==> config.mk <==
export PLATFORM = sky130hd
export DESIGN_NAME = cactus_spawner
export DESIGN_NICKNAME = d
export VERILOG_FILES = /design/src/rtl/cactus_spawner.sv
export SDC_FILE = /design/constraint.sdc
export NUM_CORES = 1
export LEC_CHECK = 0
export ABC_AREA = 1
export BUFFER_PORTS_ARGS = -buffer_cell sky130_fd_sc_hd__clkbuf_2
export CAP_MARGIN = 20
export CORE_AREA = 2 2 92 94
export DETAILED_ROUTE_END_ITERATION = 6
export DIE_AREA = 0 0 94 96
export GPL_TIMING_DRIVEN = 0
export PLACE_DENSITY = 0.54
export SYNTH_ARGS = -nofsm -noshare
export SYNTH_HDL_FRONTEND = slang
export SYNTH_SLANG_ARGS = --single-unit
==> constraint.sdc <==
create_clock -name clk -period 3.28 [get_ports clk]
set_input_delay 0.656 -clock clk [delete_from_list [all_inputs] [get_ports clk]]
set_output_delay 0.656 -clock clk [all_outputs]
set_load 0.01 [all_outputs]
==> src/rtl/cactus_spawner.sv <==
// cactus_spawner: obstacle generator for the dino runner game.
// Spawns one cactus at a time at the right screen edge. Height, width and
// spacing come from a free-running LFSR. The cactus scrolls left once per
// frame tick. The block freezes on collision and pulses cactus_passed once
// for each cactus that gets past the dino.
// Optional feature macro: CACTUS_SPEEDUP_EN. When it is defined, the scroll
// step grows by one pixel after every SPEEDUP_PASSES passes, up to level 7.
module cactus_spawner #(
    parameter int          SCREEN_W       = 320,
    parameter logic [8:0]  GROUND_Y       = 9'd15,
    parameter int          DINO_X         = 50,
    parameter int          MIN_GAP        = 8,
    parameter int          BASE_STEP      = 2,
    parameter int          SPEEDUP_PASSES = 4,
    parameter logic [15:0] SEED           = 16'hACE1
) (
    input  logic       clk,
    input  logic       reset,
    input  logic       game_tick,
    input  logic       start,
    input  logic       collision_detect,
    output logic [8:0] cactusX,
    output logic [8:0] cactusY,
    output logic [5:0] cactusHeight,
    output logic [5:0] cactusWidth,
    output logic       cactus_valid,
    output logic       cactus_passed,
    output logic       frozen
);

    // The gap counter must hold MIN_GAP plus a 4-bit random extension.
    localparam int         GAP_W    = $clog2(MIN_GAP + 16);
    localparam logic [8:0] X_PARK   = 9'(SCREEN_W - 1);
    localparam logic [9:0] DINO_SUM = 10'(DINO_X);
    localparam logic [GAP_W-1:0] GAP_INIT = GAP_W'(MIN_GAP);

    typedef enum logic [1:0] {
        S_IDLE,
        S_GAP,
        S_SCROLL,
        S_FROZEN
    } state_t;

    state_t           r_state;
    logic [15:0]      r_lfsr;
    logic [8:0]       r_x;
    logic [5:0]       r_h;
    logic [5:0]       r_w;
    logic             r_valid;
    logic             r_passed;
    logic             r_frozen;
    logic [GAP_W-1:0] r_gap;
    logic             r_reported;

    logic [15:0]      w_lfsr_next;
    logic [8:0]       w_step;
    logic [8:0]       w_x_moved;
    logic [9:0]       w_sum_old;
    logic [9:0]       w_sum_new;
    logic             w_despawn;
    logic             w_cross;
    logic             w_scroll_tick;
    logic             w_pass_now;
    logic             w_restart;
    logic [5:0]       w_spawn_h;
    logic [5:0]       w_spawn_w;
    logic [GAP_W-1:0] w_gap_reload;

    // Galois LFSR, x^16+x^14+x^13+x^11, shifting right.
    assign w_lfsr_next = {1'b0, r_lfsr[15:1]} ^ (r_lfsr[0] ? 16'hB400 : 16'h0000);

    // Free-running random source, independent of the game state.
    always_ff @(posedge clk or negedge reset) begin
        if (!reset) begin
            r_lfsr <= SEED;
        end else begin
            r_lfsr <= w_lfsr_next;
        end
    end

    // Spawn attributes: height 16/24/32/40, width 10 or 14.
    assign w_spawn_h    = 6'd16 + {1'b0, r_lfsr[1:0], 3'b000};
    assign w_spawn_w    = r_lfsr[2] ? 6'd14 : 6'd10;
    assign w_gap_reload = GAP_INIT + GAP_W'(r_lfsr[6:3]);

`ifdef CACTUS_SPEEDUP_EN
    localparam int PC_W = $clog2(SPEEDUP_PASSES + 1);

    logic [2:0]      r_speed;
    logic [PC_W-1:0] r_pass_cnt;

    assign w_step = 9'(BASE_STEP) + {6'd0, r_speed};

    // Count passes and raise the speed level every SPEEDUP_PASSES of them.
    always_ff @(posedge clk or negedge reset) begin
        if (!reset) begin
            r_speed    <= 3'd0;
            r_pass_cnt <= '0;
        end else if (w_restart) begin
            r_speed    <= 3'd0;
            r_pass_cnt <= '0;
        end else if (w_pass_now) begin
            if (r_pass_cnt == PC_W'(SPEEDUP_PASSES - 1)) begin
                r_pass_cnt <= '0;
                if (r_speed != 3'd7) begin
                    r_speed <= r_speed + 3'd1;
                end
            end else begin
                r_pass_cnt <= r_pass_cnt + PC_W'(1);
            end
        end
    end
`else
    // Constant scroll speed; the speed-up count has no effect in this build.
    logic w_unused_speedup;
    assign w_unused_speedup = (SPEEDUP_PASSES != 0);
    assign w_step           = 9'(BASE_STEP);
`endif

    // Movement is only applied when x >= step, so the subtraction never wraps
    // where it is used. Sums are 10 bits so x + width cannot overflow.
    assign w_despawn  = (r_x < w_step);
    assign w_x_moved  = r_x - w_step;
    assign w_sum_old  = {1'b0, r_x} + {4'b0000, r_w};
    assign w_sum_new  = {1'b0, w_x_moved} + {4'b0000, r_w};
    assign w_cross    = (w_sum_old >= DINO_SUM) && (w_sum_new < DINO_SUM);

    // Collision beats the tick: a colliding cycle neither moves nor reports.
    assign w_scroll_tick = (r_state == S_SCROLL) && game_tick && !collision_detect;
    // A cactus is reported once: when it crosses the dino, or when it leaves
    // the screen without having been reported.
    assign w_pass_now    = w_scroll_tick && !r_reported && (w_despawn || w_cross);
    assign w_restart     = (r_state == S_FROZEN) && start;

    // Game FSM with all cactus outputs held in registers.
    always_ff @(posedge clk or negedge reset) begin
        if (!reset) begin
            r_state    <= S_IDLE;
            r_x        <= X_PARK;
            r_h        <= 6'd0;
            r_w        <= 6'd0;
            r_valid    <= 1'b0;
            r_passed   <= 1'b0;
            r_frozen   <= 1'b0;
            r_gap      <= GAP_INIT;
            r_reported <= 1'b0;
        end else begin
            r_passed <= w_pass_now;
            case (r_state)
                S_IDLE: begin
                    if (start) begin
                        r_gap   <= GAP_INIT;
                        r_state <= S_GAP;
                    end
                end
                S_GAP: begin
                    if (collision_detect) begin
                        r_frozen <= 1'b1;
                        r_state  <= S_FROZEN;
                    end else if (game_tick) begin
                        if (r_gap == '0) begin
                            r_x        <= X_PARK;
                            r_h        <= w_spawn_h;
                            r_w        <= w_spawn_w;
                            r_valid    <= 1'b1;
                            r_reported <= 1'b0;
                            r_state    <= S_SCROLL;
                        end else begin
                            r_gap <= r_gap - GAP_W'(1);
                        end
                    end
                end
                S_SCROLL: begin
                    if (collision_detect) begin
                        r_frozen <= 1'b1;
                        r_state  <= S_FROZEN;
                    end else if (game_tick) begin
                        if (w_despawn) begin
                            r_valid <= 1'b0;
                            r_x     <= X_PARK;
                            r_gap   <= w_gap_reload;
                            r_state <= S_GAP;
                        end else begin
                            r_x <= w_x_moved;
                        end
                        if (w_pass_now) begin
                            r_reported <= 1'b1;
                        end
                    end
                end
                S_FROZEN: begin
                    if (w_restart) begin
                        r_valid  <= 1'b0;
                        r_x      <= X_PARK;
                        r_gap    <= GAP_INIT;
                        r_frozen <= 1'b0;
                        r_state  <= S_GAP;
                    end
                end
                default: begin
                    r_state <= S_IDLE;
                end
            endcase
        end
    end

    assign cactusX       = r_x;
    assign cactusY       = GROUND_Y;
    assign cactusHeight  = r_h;
    assign cactusWidth   = r_w;
    assign cactus_valid  = r_valid;
    assign cactus_passed = r_passed;
    assign frozen        = r_frozen;

endmodule

==> results of run 1 <==
==> worst register-to-register path, stage by stage (launching register included) <==
cell and delay (ps):
dfstp_2 580, inv_1 100, ha_1 300, inv_1 90, fa_1 400, or2_2 280, a21oi_1 130, nand2_1 70
nand3_1 90, nand2_1 50, nand2_1 60, nand2_1 50, nand2_1 50, nand2_1 60, nand2_1 80, nand2_1 50
nand2_1 50, nand2_1 50
==> power groups by stage <==
stage / clock network [mW] / logic, mW / registers (mW)
final: 0.338 / 1.28 / 0.697
after global routing: 0.370 / 1.48 / 0.710
after CTS: 0.352 / 1.29 / 0.699
after detailed placement: 0 / 1.28 / 0.707
after global placement: 0 / 1.25 / 0.707
after floorplan: 0 / 0.962 / 0.706
==> synthesized netlist by cell type (all sizes together) <==
cell,instances
nand2,68
inv,40
nor2,28
dfrtp,25
buf,18
dfstp,16
ha,13
o21ai,13
nand3,12
a21oi,11
o22ai,6
xor2,6
nor3,5
a22oi,4
nand4,3
or2,3
a31oi,2
conb,2
fa,2
a211oi,1
a32oi,1
clkinv,1
o21bai,1
o31ai,1
o41ai,1
==> registers in the layout (all words and copies together), names as in the netlist <==
register and flops:
r_lfsr 16, frozen 1, cactusX 9, r_gap 5
cactusWidth 2, cactus_passed 1, cactus_valid 1, r_state 2
r_reported 1, cactusHeight 3
==> routing by layer <==
layer	global-route usage, %	wire [um]
met5	0	0
met1	13.8	2220
met3	2.27	188
met4	3.50	68
met2	19.9	2260
==> kinds of logic after synthesis <==
group / share of synthesized area (%)
AO/OA/AOI/OAI: 10.1
XOR/XNOR: 2.54
adder cells (fa/ha/maj): 8.56
buffers and inverters: 12.0
flip-flops: 44.2
other: 0.317
AND/OR/NAND/NOR: 22.3
==> per-stage QoR <==
step | cell area [um^2] | setup WS, ps | power (mW) | instances | hold WS [ps]
2_1_floorplan | 2420 | 814 | 1.67 | 296 | 331
3_3_place_gp | 2660 | 682 | 1.96 | 423 | 336
3_5_place_dp | 2660 | 647 | 1.99 | 423 | 340
4_1_cts | 2750 | 651 | 2.34 | 431 | 367
5_1_grt | 2770 | 445 | 2.56 | 432 | 250
6_report | 2770 | 661 | 2.31 | 432 | 237
==> worst paths after layout <==
path	to	cells after the start	slack (ps)
worst max-delay path	r_reported$_DFFE_PN0P_	17	660
worst min-delay path	cactus_passed$_DFF_PN0_	1	240
worst max register to register	r_reported$_DFFE_PN0P_	17	660
worst min register to register	r_lfsr[11]$_DFF_PN1_	0	360
max in group asynchronous	cactusX[1]$_DFFE_PN1P_	2	2510
min in group clk	r_lfsr[11]$_DFF_PN1_	0	360
==> cell type report <==
cell class,count,area share (%)
Clock buffer,5,2.49
Inverter,41,5.56
Clock inverter,3,0.768
Tap cell,105,4.74
Sequential cell,41,37.8
Timing Repair Buffer,23,4.70
Buffer,18,4.70
Multi-Input combinational cell,196,39.3
==> impl_metrics.py, run 1 <==
metrics = {
    "outcome": {
        "status": "completed",
    },
    "worst_setup_path": {
        "crit_arrival_ps": 2820,
        "critPathLaunchType": "flop",
        "r2r_start": "cactusX[2]$_DFFE_PN1P_",
        "crit_buf_inv": 2,
        "cp.required_ps": 3480,
        "critPathCaptureType": "flop",
        "timing.critical_path.mode_cell": "nand2_1",
        "path_delay_family": "simple AND/OR/NAND/NOR gates",
        "path_cells": "inv_1 -> ha_1 -> inv_1 -> fa_1 -> or2_2 -> a21oi_1 -> nand2_1 -> nand3_1 -> nand2_1 -> nand2_1 -> nand2_1 -> nand2_1 -> nand2_1 -> nand2_1 -> nand2_1 -> nand2_1 -> nand2_1",
        "crit_path_start": "cactusX[2]$_DFFE_PN1P_",
        "crit_type": "reg2reg",
        "cp_slowest_cell": "dfstp_2",
        "cpPeakStageDelay_ps": 580,
        "critical_path.max_fanout": 4,
    },
    "timing": {
        "max_freq_mhz": 382,
        "min_period_ps": 2620,
        "fin_crit_sh_pct": 79.8,
        "setup_viol": 0,
        "fin_skew_ps": 7.85,
        "drv_slew": 0,
        "tns_ps": 0,
        "rsz0062_at_grt": "no",
        "timing.final.hold_violations": 0,
    },
    "finish": {
        "fin_nets": 346,
        "multi_input_area_um2": 1090,
        "drive_gt1_share_pct": 25.1,
        "final_cell_mix": "nand2_1, inv_1, dfrtp_1, nor2_1, clkbuf_2",
        "syn_to_final_growth_pct": 16.9,
        "register_area_um2": 1050,
        "final_util_pct": 34.4,
        "layout_commonest_cell": "nand2_1",
        "nFillCells": 850,
        "diodes": 0,
    },
    "drt": {
        "vias": 1865,
        "ant_nets": 0,
        "viasPerCell": 4.32,
        "firstDrtPassIters": 4,
        "drt_wl_total_um": 4740,
        "route.detailed.drc": 0,
        "drtIter0Drc": 48,
        "wl_per_cell_um": 11.0,
    },
    "power": {
        "switchingPower_mw": 1.07,
        "clkPwrFrac_pct": 14.6,
        "comb_power_share_pct": 55.3,
        "power.internal_mw": 1.24,
        "vdd_drop_max_uv": 300,
        "seqPwrFrac_pct": 30.1,
        "powerDensity_nw_per_um2": 836,
        "p_leak_nw": 1.46,
        "p_sw_share_pct": 46.4,
    },
    "floorplan": {
        "row_count": 33,
        "core_area_um2": 8050,
        "initial_core_util_pct": 29.4,
        "io_pins": 38,
        "die_w_um": 94,
        "fp.dieH_um": 96,
        "dieArea_um2": 9020,
    },
    "clock_tree": {
        "cts_tree": "built",
        "cts_setup_buffers": 0,
        "clk_pin_slew_ps": 90,
        "cts_resized": 0,
        "clk_latency_ps": 300,
        "clkSinkCount": 41,
        "cts_hold_buffers": 0,
        "root_buffer": "clkbuf_8",
        "cts-htree-levels": 2,
        "cts.path.max_buffers": 2,
        "cts_buffers": 5,
    },
    "global_route": {
        "antenna_found_initial": 0,
        "grt_max_degree": 42,
        "first_global_vias": 1841,
        "overflow": 0,
        "grt_first_pass_wirelength_um": 8070,
        "grt_use_total_pct": 11.3,
    },
    "yosys": {
        "ys_ff_latch": 41,
        "yosysUniqueCellTypes": 33,
        "synth_largest_area_cell": "dfrtp_1",
        "avgSynthCellArea_um2": 8.37,
        "synth_top_area_share_pct": 26.4,
        "yosysWarnings": 0,
        "synth_area_leaders": "dfrtp_1, dfstp_2, nand2_1, ha_1, inv_1",
        "yosysSeqAreaShare_pct": 44.2,
        "syn-cell-area_um2": 2370,
        "synthesis.instances": 283,
    },
    "placement": {
        "dp_hpwl_um": 3600,
        "portBuffers": 22,
        "gp_congestion": 0.820,
    },
    "worst_hold_path": {
        "hold_class": "in2async",
    },
    "flow_run": {
        "drv_cap": 0,
    },
}
No activity file was read; power rests on OpenSTA's default activity.
==> run 2, diff against run 1 <==
--- a/config.mk
+++ b/config.mk
@@ -12,7 +12,7 @@
 export DETAILED_ROUTE_END_ITERATION = 6
 export DIE_AREA = 0 0 94 96
 export GPL_TIMING_DRIVEN = 0
-export PLACE_DENSITY = 0.54
+export PLACE_DENSITY = 0.56
 export SYNTH_ARGS = -nofsm -noshare
 export SYNTH_HDL_FRONTEND = slang
 export SYNTH_SLANG_ARGS = --single-unit
==> constraint.sdc (replaced) <==
create_clock -name clk -period 2.29 [get_ports clk]
set_input_delay 0.458 -clock clk [delete_from_list [all_inputs] [get_ports clk]]
set_output_delay 0.458 -clock clk [all_outputs]
set_load 0.01 [all_outputs]
==> run 2 against run 1 <==
The run now ends with negative setup slack left. Non-clock buffer count increased by 6. Core utilization increased by 1.7 points. Routed wire length increased by 0.13%. Clock power increased by 56%. Total power increased by 55%. Hold slack got worse by 210 ps. Die area unchanged. Critical path depth unchanged. Critical path type unchanged. Largest power group unchanged.
==> impl_metrics.py, run 2 (same netlist as run 1, synthesis figures left out) <==
metrics = {
    "outcome": {
        "status": "finished with violations",
        "violations": "negative setup slack",
    },
    "power": {
        "powerDensity_nw_per_um2": 1230,
        "finalPower_mw": 3.59,
        "vdd_drop_max_uv": 447,
        "p_leak_nw": 1.49,
    },
    "finish": {
        "stdcell_count": 438,
        "drive_gt1_share_pct": 30.9,
        "layout_commonest_cell": "nand2_1",
        "regMostFlops": "r_lfsr",
        "syn_to_final_growth_pct": 22.8,
        "final_cell_mix": "nand2_1, inv_1, dfrtp_1, nor2_1",
        "final_util_pct": 36.1,
        "fin_area_um2": 2910,
        "largest_reg_flops": 16,
        "fin_nets": 352,
        "diodes": 0,
        "nFillCells": 849,
    },
    "clock_tree": {
        "cts_tree": "built",
        "cts.path.max_buffers": 2,
        "clkSinkCount": 41,
        "cts_buffers": 5,
        "cts_hold_buffers": 0,
        "cts-htree-levels": 2,
        "clk_latency_ps": 300,
        "root_buffer": "clkbuf_8",
        "clk_pin_slew_ps": 90,
    },
    "placement": {
        "dpl.cell_count": 423,
        "dp_hpwl_um": 3550,
        "placed_area_um2": 2680,
        "portBuffers": 22,
        "pre_cts_slack_ps": -196,
        "gp_congestion": 0.830,
    },
    "global_route": {
        "first_global_vias": 1840,
        "grt_use_total_pct": 11.6,
        "grt_first_pass_wirelength_um": 8310,
        "grt_max_degree": 42,
        "overflow": 0,
        "antenna_found_initial": 0,
    },
    "floorplan": {
        "initial_core_util_pct": 29.4,
        "core_area_um2": 8050,
        "dieArea_um2": 9020,
        "die_w_um": 94,
        "fp.dieH_um": 96,
        "row_count": 33,
        "io_pins": 38,
    },
    "worst_setup_path": {
        "crit_type": "reg2reg",
        "path_cells": "inv_4 -> ha_4 -> inv_2 -> fa_2 -> or2_4 -> a21oi_2 -> nand2_1 -> nand3_2 -> nand2_2 -> nand2_2 -> nand2_1 -> nand2_1 -> nand2_1 -> nand2_1 -> nand2_1 -> nand2_1 -> nand2_1",
        "cpPeakStageDelay_ps": 560,
        "reg2reg_slack_ps": -110,
        "critPathLaunchType": "flop",
        "rr_worst_depth": 17,
        "crit_arrival_ps": 2600,
        "critPathCaptureType": "flop",
        "cp_slowest_cell": "dfstp_2",
        "critical_path.max_fanout": 3,
        "timing.critical_path.mode_cell": "nand2_1",
        "cp.required_ps": 2490,
        "r2r_start": "cactusX[2]$_DFFE_PN1P_",
        "r2r-end": "r_reported$_DFFE_PN0P_",
    },
    "drt": {
        "dr.max_layer_used": "met4",
        "ant_nets": 0,
        "m1WireLength_um": 2230,
        "routed-wl-met2_um": 2280,
        "viasPerCell": 4.34,
        "drt_wl_total_um": 4750,
        "vias": 1902,
        "drtIter0Drc": 63,
        "dr_wl_met3_um": 181,
        "route.detailed.drc": 0,
        "firstDrtPassIters": 4,
        "wl_per_cell_um": 10.8,
    },
    "timing": {
        "fin_crit_sh_pct": 105,
        "timing.final.hold_violations": 0,
        "max_freq_mhz": 417,
        "tns_ps": -106,
        "drv_slew": 0,
        "timing.hold.ws_ps": 24.4,
        "rsz0062_at_grt": "yes",
        "setup_viol": 1,
        "setup_ws_ps": -106,
        "fin_skew_ps": 6.81,
        "min_period_ps": 2400,
    },
    "worst_hold_path": {
        "hold_class": "in2async",
    },
    "flow_run": {
        "drv_cap": 0,
    },
}
run 2: cell types whose count changed in the layout (fill, tap and decap cells not counted), moves of 3 or more:
cell / previous run / this run
inv_1: 38 / 34
buf_4: 16 / 22
ha_1: 13 / 10
ha_4: 0 / 3
run 2: worst max-delay path: cells and delay by family (launching register included):
| family | cells | cell delay, ps |
|---|---|---|
| adders and majority gates | 2 | 640 |
| and+or+nand+nor | 12 | 870 |
| AOI/OAI and AO/OA | 1 | 100 |
| buffers and inverters | 2 | 110 |
| DFF | 1 | 560 |
run 2: layout make-up:
type | instances | area, um^2 | share of cell area, %
buffer | 18 | 130 | 4.48
timing repair buffer | 29 | 175 | 6.02
multi-input combinational | 196 | 1170 | 40.1
inverter | 41 | 159 | 5.46
tap | 105 | 131 | 4.52
clock buffer | 5 | 68.8 | 2.37
sequential | 41 | 1050 | 36.0
clock inverter | 3 | 28.8 | 0.990
run 2: repair_timing:
item	CTS	global route
setup endpoints to repair	1	2
pin swaps	3	2
setup buffers	4	2
resized for setup	6	9
run 2: power by group:
part	internal [mW]	total (mW)	switching [mW]
sequential	0.876	1.02	0.142
clock	0.230	0.526	0.296
combinational	0.833	2.04	1.21
total	1.94	3.59	1.65
run 2: how the worst max path moves through the flow:
stage | depth (start not counted) | start | endpoint
after detailed placement | 17 | cactusX[2]$_DFFE_PN1P_ | r_reported$_DFFE_PN0P_
after global placement | 17 | cactusX[2]$_DFFE_PN1P_ | r_reported$_DFFE_PN0P_
after global routing | 17 | cactusX[2]$_DFFE_PN1P_ | r_reported$_DFFE_PN0P_
after CTS | 17 | cactusX[1]$_DFFE_PN1P_ | r_reported$_DFFE_PN0P_
final | 17 | cactusX[2]$_DFFE_PN1P_ | r_reported$_DFFE_PN0P_
after floorplan | 17 | cactusX[2]$_DFFE_PN1P_ | r_reported$_DFFE_PN0P_
run 2: layer usage:
layer,vias to the layer above,global-route usage [%]
met5,-,0
met4,0,3.62
met3,4,2.19
met2,37,19.6
met1,895,15.1
li1,966,-
